[src/rtl/pipeline_issue_ctrl.sv]
// Round-robin issue controller for a chain of pipeline stages: tags each issue,
// tracks in-flight work and applies stage_offset changes only once the pipeline is empty.
`ifndef ADDRESS_WIDTH
`define ADDRESS_WIDTH 32
`endif
`ifndef ID_WIDTH
`define ID_WIDTH 8
`endif

module pipeline_issue_ctrl #(
  parameter int NUM_REQ      = 4,
  parameter int ADDR_W       = `ADDRESS_WIDTH,
  parameter int ID_W         = `ID_WIDTH,
  parameter int MAX_INFLIGHT = 15,
  localparam int REQ_IDX_W   = $clog2(NUM_REQ),
  localparam int SEQ_W       = ID_W - REQ_IDX_W,
  localparam int CNT_W       = $clog2(MAX_INFLIGHT + 1)
) (
  input  logic                      clk,
  input  logic                      reset,
  input  logic [NUM_REQ-1:0]        req_valid,
  input  logic [NUM_REQ*ADDR_W-1:0] req_address,
  output logic [NUM_REQ-1:0]        req_ready,
  output logic [ADDR_W-1:0]         pipe_in_address,
  output logic [ID_W-1:0]           pipe_in_id,
  output logic                      pipe_in_valid,
  input  logic                      pipe_stall,
  input  logic                      pipe_out_valid,
  input  logic                      cfg_we,
  input  logic [ADDR_W-1:0]         cfg_offset,
  output logic [ADDR_W-1:0]         stage_offset,
  output logic                      cfg_busy,
  output logic [CNT_W-1:0]          inflight
);

  typedef enum logic [1:0] {S_RUN, S_DRAIN, S_UPDATE} state_t;

  state_t                 r_state;
  state_t                 w_state_nxt;
  logic                   w_latch_cfg;
  logic [REQ_IDX_W-1:0]   r_ptr;
  logic [SEQ_W-1:0]       r_seq [NUM_REQ];
  logic [ADDR_W-1:0]      r_pending;
  logic [ADDR_W-1:0]      w_req_addr [NUM_REQ];
  logic                   w_accept;
  logic                   w_retire;
  logic                   w_slot_open;
  logic                   w_found;
  logic                   w_do_grant;
  logic [REQ_IDX_W-1:0]   w_grant_idx;

  assign w_accept = pipe_in_valid & ~pipe_stall;
  assign w_retire = pipe_out_valid & ~pipe_stall;

  // The registered-but-unaccepted item already occupies one in-flight slot.
  assign w_slot_open = (r_state == S_RUN) && (!pipe_in_valid || !pipe_stall) &&
                       (({1'b0, inflight} + {{CNT_W{1'b0}}, pipe_in_valid}) <
                        (CNT_W+1)'(MAX_INFLIGHT));

  always_comb begin
    for (int i = 0; i < NUM_REQ; i++) begin
      w_req_addr[i] = req_address[i*ADDR_W +: ADDR_W];
    end
  end

  always_comb begin
    logic [REQ_IDX_W-1:0] v_idx;
    v_idx       = '0;
    w_found     = 1'b0;
    w_grant_idx = '0;
    for (int k = 0; k < NUM_REQ; k++) begin
      v_idx = r_ptr + REQ_IDX_W'(k);
      if (!w_found && req_valid[v_idx]) begin
        w_found     = 1'b1;
        w_grant_idx = v_idx;
      end
    end
  end

  assign w_do_grant = w_slot_open & w_found;

  always_comb begin
    req_ready = '0;
    if (w_do_grant && reset) begin
      req_ready[w_grant_idx] = 1'b1;
    end
  end

  always_ff @(posedge clk or negedge reset) begin
    if (!reset) begin
      pipe_in_valid   <= 1'b0;
      pipe_in_address <= '0;
      pipe_in_id      <= '0;
      r_ptr           <= '0;
      for (int i = 0; i < NUM_REQ; i++) begin
        r_seq[i] <= '0;
      end
    end else if (w_do_grant) begin
      pipe_in_address      <= w_req_addr[w_grant_idx];
      pipe_in_id           <= {w_grant_idx, r_seq[w_grant_idx]};
      pipe_in_valid        <= 1'b1;
      r_seq[w_grant_idx]   <= r_seq[w_grant_idx] + 1'b1;
      r_ptr                <= w_grant_idx + 1'b1;
    end else if (w_accept) begin
      pipe_in_valid <= 1'b0;
    end
  end

  always_ff @(posedge clk or negedge reset) begin
    if (!reset) begin
      inflight <= '0;
    end else if (w_accept && !w_retire) begin
      inflight <= inflight + 1'b1;
    end else if (!w_accept && w_retire && (inflight != '0)) begin
      inflight <= inflight - 1'b1;
    end
  end

  always_ff @(posedge clk or negedge reset) begin
    if (!reset) begin
      r_state <= S_RUN;
    end else begin
      r_state <= w_state_nxt;
    end
  end

  always_comb begin
    w_state_nxt = r_state;
    w_latch_cfg = 1'b0;
    unique case (r_state)
      S_RUN: begin
        if (cfg_we) begin
          w_latch_cfg = 1'b1;
          w_state_nxt = S_DRAIN;
        end
      end
      S_DRAIN: begin
        if (!pipe_in_valid && (inflight == '0)) begin
          w_state_nxt = S_UPDATE;
        end
      end
      S_UPDATE: w_state_nxt = S_RUN;
      default:  w_state_nxt = S_RUN;
    endcase
  end

  // Further cfg_we pulses are ignored until the pending offset has been applied.
  always_ff @(posedge clk or negedge reset) begin
    if (!reset) begin
      r_pending    <= '0;
      stage_offset <= '0;
      cfg_busy     <= 1'b0;
    end else begin
      if (w_latch_cfg) begin
        r_pending <= cfg_offset;
        cfg_busy  <= 1'b1;
      end
      if (r_state == S_UPDATE) begin
        stage_offset <= r_pending;
        cfg_busy     <= 1'b0;
      end
    end
  end

endmodule

[config.mk]
export PLATFORM = sky130hd
export DESIGN_NAME = pipeline_issue_ctrl
export DESIGN_NICKNAME = d
export VERILOG_FILES = /design/src/rtl/pipeline_issue_ctrl.sv
export SDC_FILE = /design/constraint.sdc
export NUM_CORES = 1
export LEC_CHECK = 0
export CAP_MARGIN = 10
export CORE_MARGIN = 1.5
export CORE_UTILIZATION = 45
export CTS_CLUSTER_SIZE = 30
export DETAILED_ROUTE_END_ITERATION = 16
export PLACE_DENSITY = 0.93
export REMOVE_ABC_BUFFERS = 1
export SLEW_MARGIN = 40
export SYNTH_ARGS = -nofsm -noshare
export SYNTH_HDL_FRONTEND = slang
export SYNTH_SLANG_ARGS = --single-unit
[constraint.sdc]
create_clock -name clk -period 3.47 [get_ports clk]
set_input_delay 0.694 -clock clk [delete_from_list [all_inputs] [get_ports clk]]
set_output_delay 0.694 -clock clk [all_outputs]
set_load 0.01 [all_outputs]
==> impl_metrics.csv <==
group,metric,value,unit
pwr,p_switching,0.003308,W
synth,syn_inst,749,
place,place.gp.congestion,0.8461,
clock_tree,path_clk_slew,0.06,ns
timing,final.min_clock_period,3.404,ns
route,drc,0,
synth,ys_top_cells_by_area,"dfrtp_1, nand2_1, mux2_2",
worst_setup_path,reg2reg_setup_slack,0.86,ns
clock_tree,insertion_delay,0.42,ns
global_routing,gr-usage-all-layers,26.62,%
global_routing,grt_pass1_vias,6646,
final_layout,nNetsFinal,1181,
worst_setup_path,r2r_cells,9,
global_routing,antenna_found_initial,0,
global_routing,gr-total-overflow,0,
floorplan,design.die.area,0.01606,mm^2
timing,max_freq,293.8,MHz
place,place_ws,0.008699,ns
final_layout,most-common-layout-cells,"clkdlybuf4s50_1, nand2_1, dfrtp_1, nand3_1, mux2_2",
floorplan,core,0.01509,mm^2
synth,synth_top_cell_by_area,"dfrtp_1",
final_layout,final_core_util,68.65,%
clock_tree,holdBufCountCts,0,
place,portBuffers,250,
timing,finalMaxSlewViolations,0,
timing,finalSetupViolCount,0,
worst_setup_path,cp.arrival,2.71,ns
clock_tree,cts_tree,"yes",
final_layout,mostFrequentLayoutCell,"clkdlybuf4s50_1",
worst_setup_path,rr_startpoint,"r_ptr[1]$_DFFE_PN0P_",
route,wl_per_cell,17.48,um
timing,setup_ws,0.06615,ns
timing,rsz0062_at_grt,"no",
final_layout,syn_to_final_growth,50.36,%
route,vias_per_cell,5.409,
global_routing,grt_pass1_wl,33.43,mm
final_layout,multi_input_area,0.003233,mm^2
final_layout,drive_gt1_share,15.16,%
synth,yosysSeqAreaShare,50.13,%
floorplan,dieWidth,126.7,um
pwr,peakVddDrop,404.8,uV
clock_tree,cts_max_level,4,
worst_setup_path,path_class,"in2out",
global_routing,grt_max_degree,80,
global_routing,grt_util_met3,7.507,%
final_layout,diodes,0,
route,vias,6513,
synth,synth_edf_count,0,
route,drtIter0Drc,453,
route,drtPass1Iterations,5,
min_path,min_path_type,"in2async",
floorplan,num_rows,45,
clock_tree,clk_root_buffer_cell,"clkbuf_16",
floorplan,ios,251,
job,maxCapViolations,0,
worst_setup_path,reg2reg_to,"r_seq[15]$_DFFE_PN0P_",
place,dp_cells,1163,
pwr,p_int,0.005519,W
place,dp_hpwl,15.02,mm
pwr,leakage,4.663,nW
timing,relSlewSlack,52.87,%
pwr,clockPowerShare,21.7,%
final_layout,fill_cells,1083,
clock_tree,cts_sinks,138,
clock_tree,cts_buffers,17,
global_routing,busiest_layer,"met2",
synth,ys_warn_count,0,
synth,synthFlopType,"dfrtp_1",
synth,yosysUniqueCellTypes,48,
global_routing,use_met1,30.29,%
synth,synth_area,0.006889,mm^2
worst_setup_path,startpoint_type,"input pin",
pwr,power_density,852.2,mW/mm^2
timing,skew,0.01170,ns
worst_setup_path,worstPathMaxFanout,5,
synth,avgSynthCellArea,9.198,um^2
timing,hold_viol,0,
timing,worst-slew-pin-transition,0.7069,ns
synth,async_flop_share,100.0,%
floorplan,start_util,45.66,%
global_routing,use_met2,47.35,%
outcome,outcome,"finished clean",
route,drtAntennaViolNets,0,
worst_setup_path,cp-end-kind,"output pin",
pwr,swShare,37.48,%
pwr,pwr-share-seq,31.5,%
floorplan,die_h,126.7,um
final_layout,stdcell_count,1204,
route,wl,21.05,mm
timing,holdWs,0.1941,ns
timing,timing.final.crit_share,98.09,%
synth,ys_seq_elements,138,
final_layout,regArea,0.003453,mm^2
synth,synth_top_area_share,50.13,%
worst_setup_path,cp.required,2.78,ns
clock_tree,clockBufferDepth,2,
pwr,comb_power_share,46.8,%
-- through the flow --
stage | TNS, ns | instance area (um^2) | total power [W]
4_1_cts | 0 | 10290 | 0.008769
3_5_place_dp | 0 | 9637 | 0.006752
2_1_floorplan | -22.42 | 6688 | 0.004858
3_3_place_gp | 0 | 9633 | 0.006523
5_1_grt | 0 | 10360 | 0.009379
6_report | 0 | 10360 | 0.008827
-- flip-flops by register name, summed over array words and instances (netlist names) --
register / count
pipe_in_address: 32
r_seq: 24
r_ptr: 2
cfg_busy: 1
pipe_in_id: 8
inflight: 4
pipe_in_valid: 1
stage_offset: 32
r_state: 2
r_pending: 32
-- layout make-up --
class / instances / area share [%]
Clock inverter: 14 / 1.884
Sequential cell: 138 / 33.34
Timing Repair Buffer: 283 / 26.75
Multi-Input combinational cell: 552 / 31.21
Tap cell: 188 / 2.271
Clock buffer: 18 / 4.143
Inverter: 11 / 0.3986
-- synthesized netlist by cell type, types with 2 or more instances --
| cell | count |
|---|---|
| dfrtp_1 | 138 |
| buf_2 | 5 |
| mux2i_1 | 2 |
| o211ai_1 | 5 |
| o21ai_0 | 58 |
| nor2b_1 | 3 |
| nor3_1 | 2 |
| inv_1 | 9 |
| or3_4 | 2 |
| and2_1 | 7 |
| a31oi_1 | 8 |
| mux2_2 | 69 |
| nand2_1 | 235 |
| o21ai_1 | 5 |
| buf_6 | 2 |
| nand4_1 | 7 |
| inv_2 | 2 |
| xnor2_1 | 4 |
| a21oi_1 | 3 |
| a211oi_4 | 2 |
| a211o_1 | 4 |
| o21bai_1 | 4 |
| nor2_1 | 15 |
| and3_1 | 6 |
| ha_1 | 8 |
| nand3_1 | 79 |
| buf_1 | 10 |
| clkbuf_1 | 31 |
| nand2b_1 | 4 |
| and4_1 | 2 |
-- worst max-delay path by stage --
stage                                          from                        endpoint  slack (ns)  cells after the start
after CTS                              req_valid[2]                    req_ready[0]        0.03                      8
final                                  req_valid[1]                    req_ready[0]        0.07                      8
after global routing      pipe_in_valid$_DFFE_PN0P_                    req_ready[0]       0.006                      8
after detailed placement               req_valid[2]                    req_ready[1]       0.009                      8
after floorplan             inflight[0]$_DFFE_PN0P_  pipe_in_address[0]$_DFFE_PN0P_       -0.52                      6
after global placement                 req_valid[0]                    req_ready[1]        0.05                      8
-- per-layer routing --
layer	wire length (um)	up-vias
met5	0	-
met3	1663	42
met2	10800	316
met1	8092	3099
li1	-	3056
met4	488	0
-- repair_timing --
item / 4_1_cts / 5_1_grt
buffers inserted: 3 / 5
cloned: 0 / 0
gates resized for setup: 4 / 3
endpoints found under the setup margin: 4 / 4
pin swaps: 1 / 5
-- power by group through the flow --
stage | Sequential (W) | Clock [W] | Combinational, W
finish | 0.00278 | 0.00191 | 0.00413
global route | 0.00285 | 0.00201 | 0.00452
CTS | 0.00277 | 0.00194 | 0.00406
detailed placement | 0.00278 | 0 | 0.00397
global placement | 0.00270 | 0 | 0.00382
floorplan | 0.00286 | 0 | 0.00200
-- cell families (layout without fill, tap and decap cells) --
| group | Yosys count | count (layout) | share of synthesized area (%) |
|---|---|---|---|
| and+or+nand+nor | 370 | 370 | 23.65 |
| DFF | 138 | 138 | 50.13 |
| AOI/OAI and AO/OA | 97 | 97 | 8.754 |
| muxes | 71 | 71 | 11.57 |
| buffers and inverters | 59 | 326 | 3.523 |
| adders and majority gates | 9 | 9 | 1.744 |
| xor gates and xnor gates | 5 | 5 | 0.6356 |
-- worst max-delay path, stage by stage --
cell and delay, ns:
clkdlybuf4s50_1 0.51, buf_4 0.15, a21oi_1 0.09, nor3_4 0.32, inv_2 0.11, ha_1 0.22
and3_1 0.15, clkdlybuf4s50_1 0.47
Note: power is estimated with default switching activity, not from simulation.
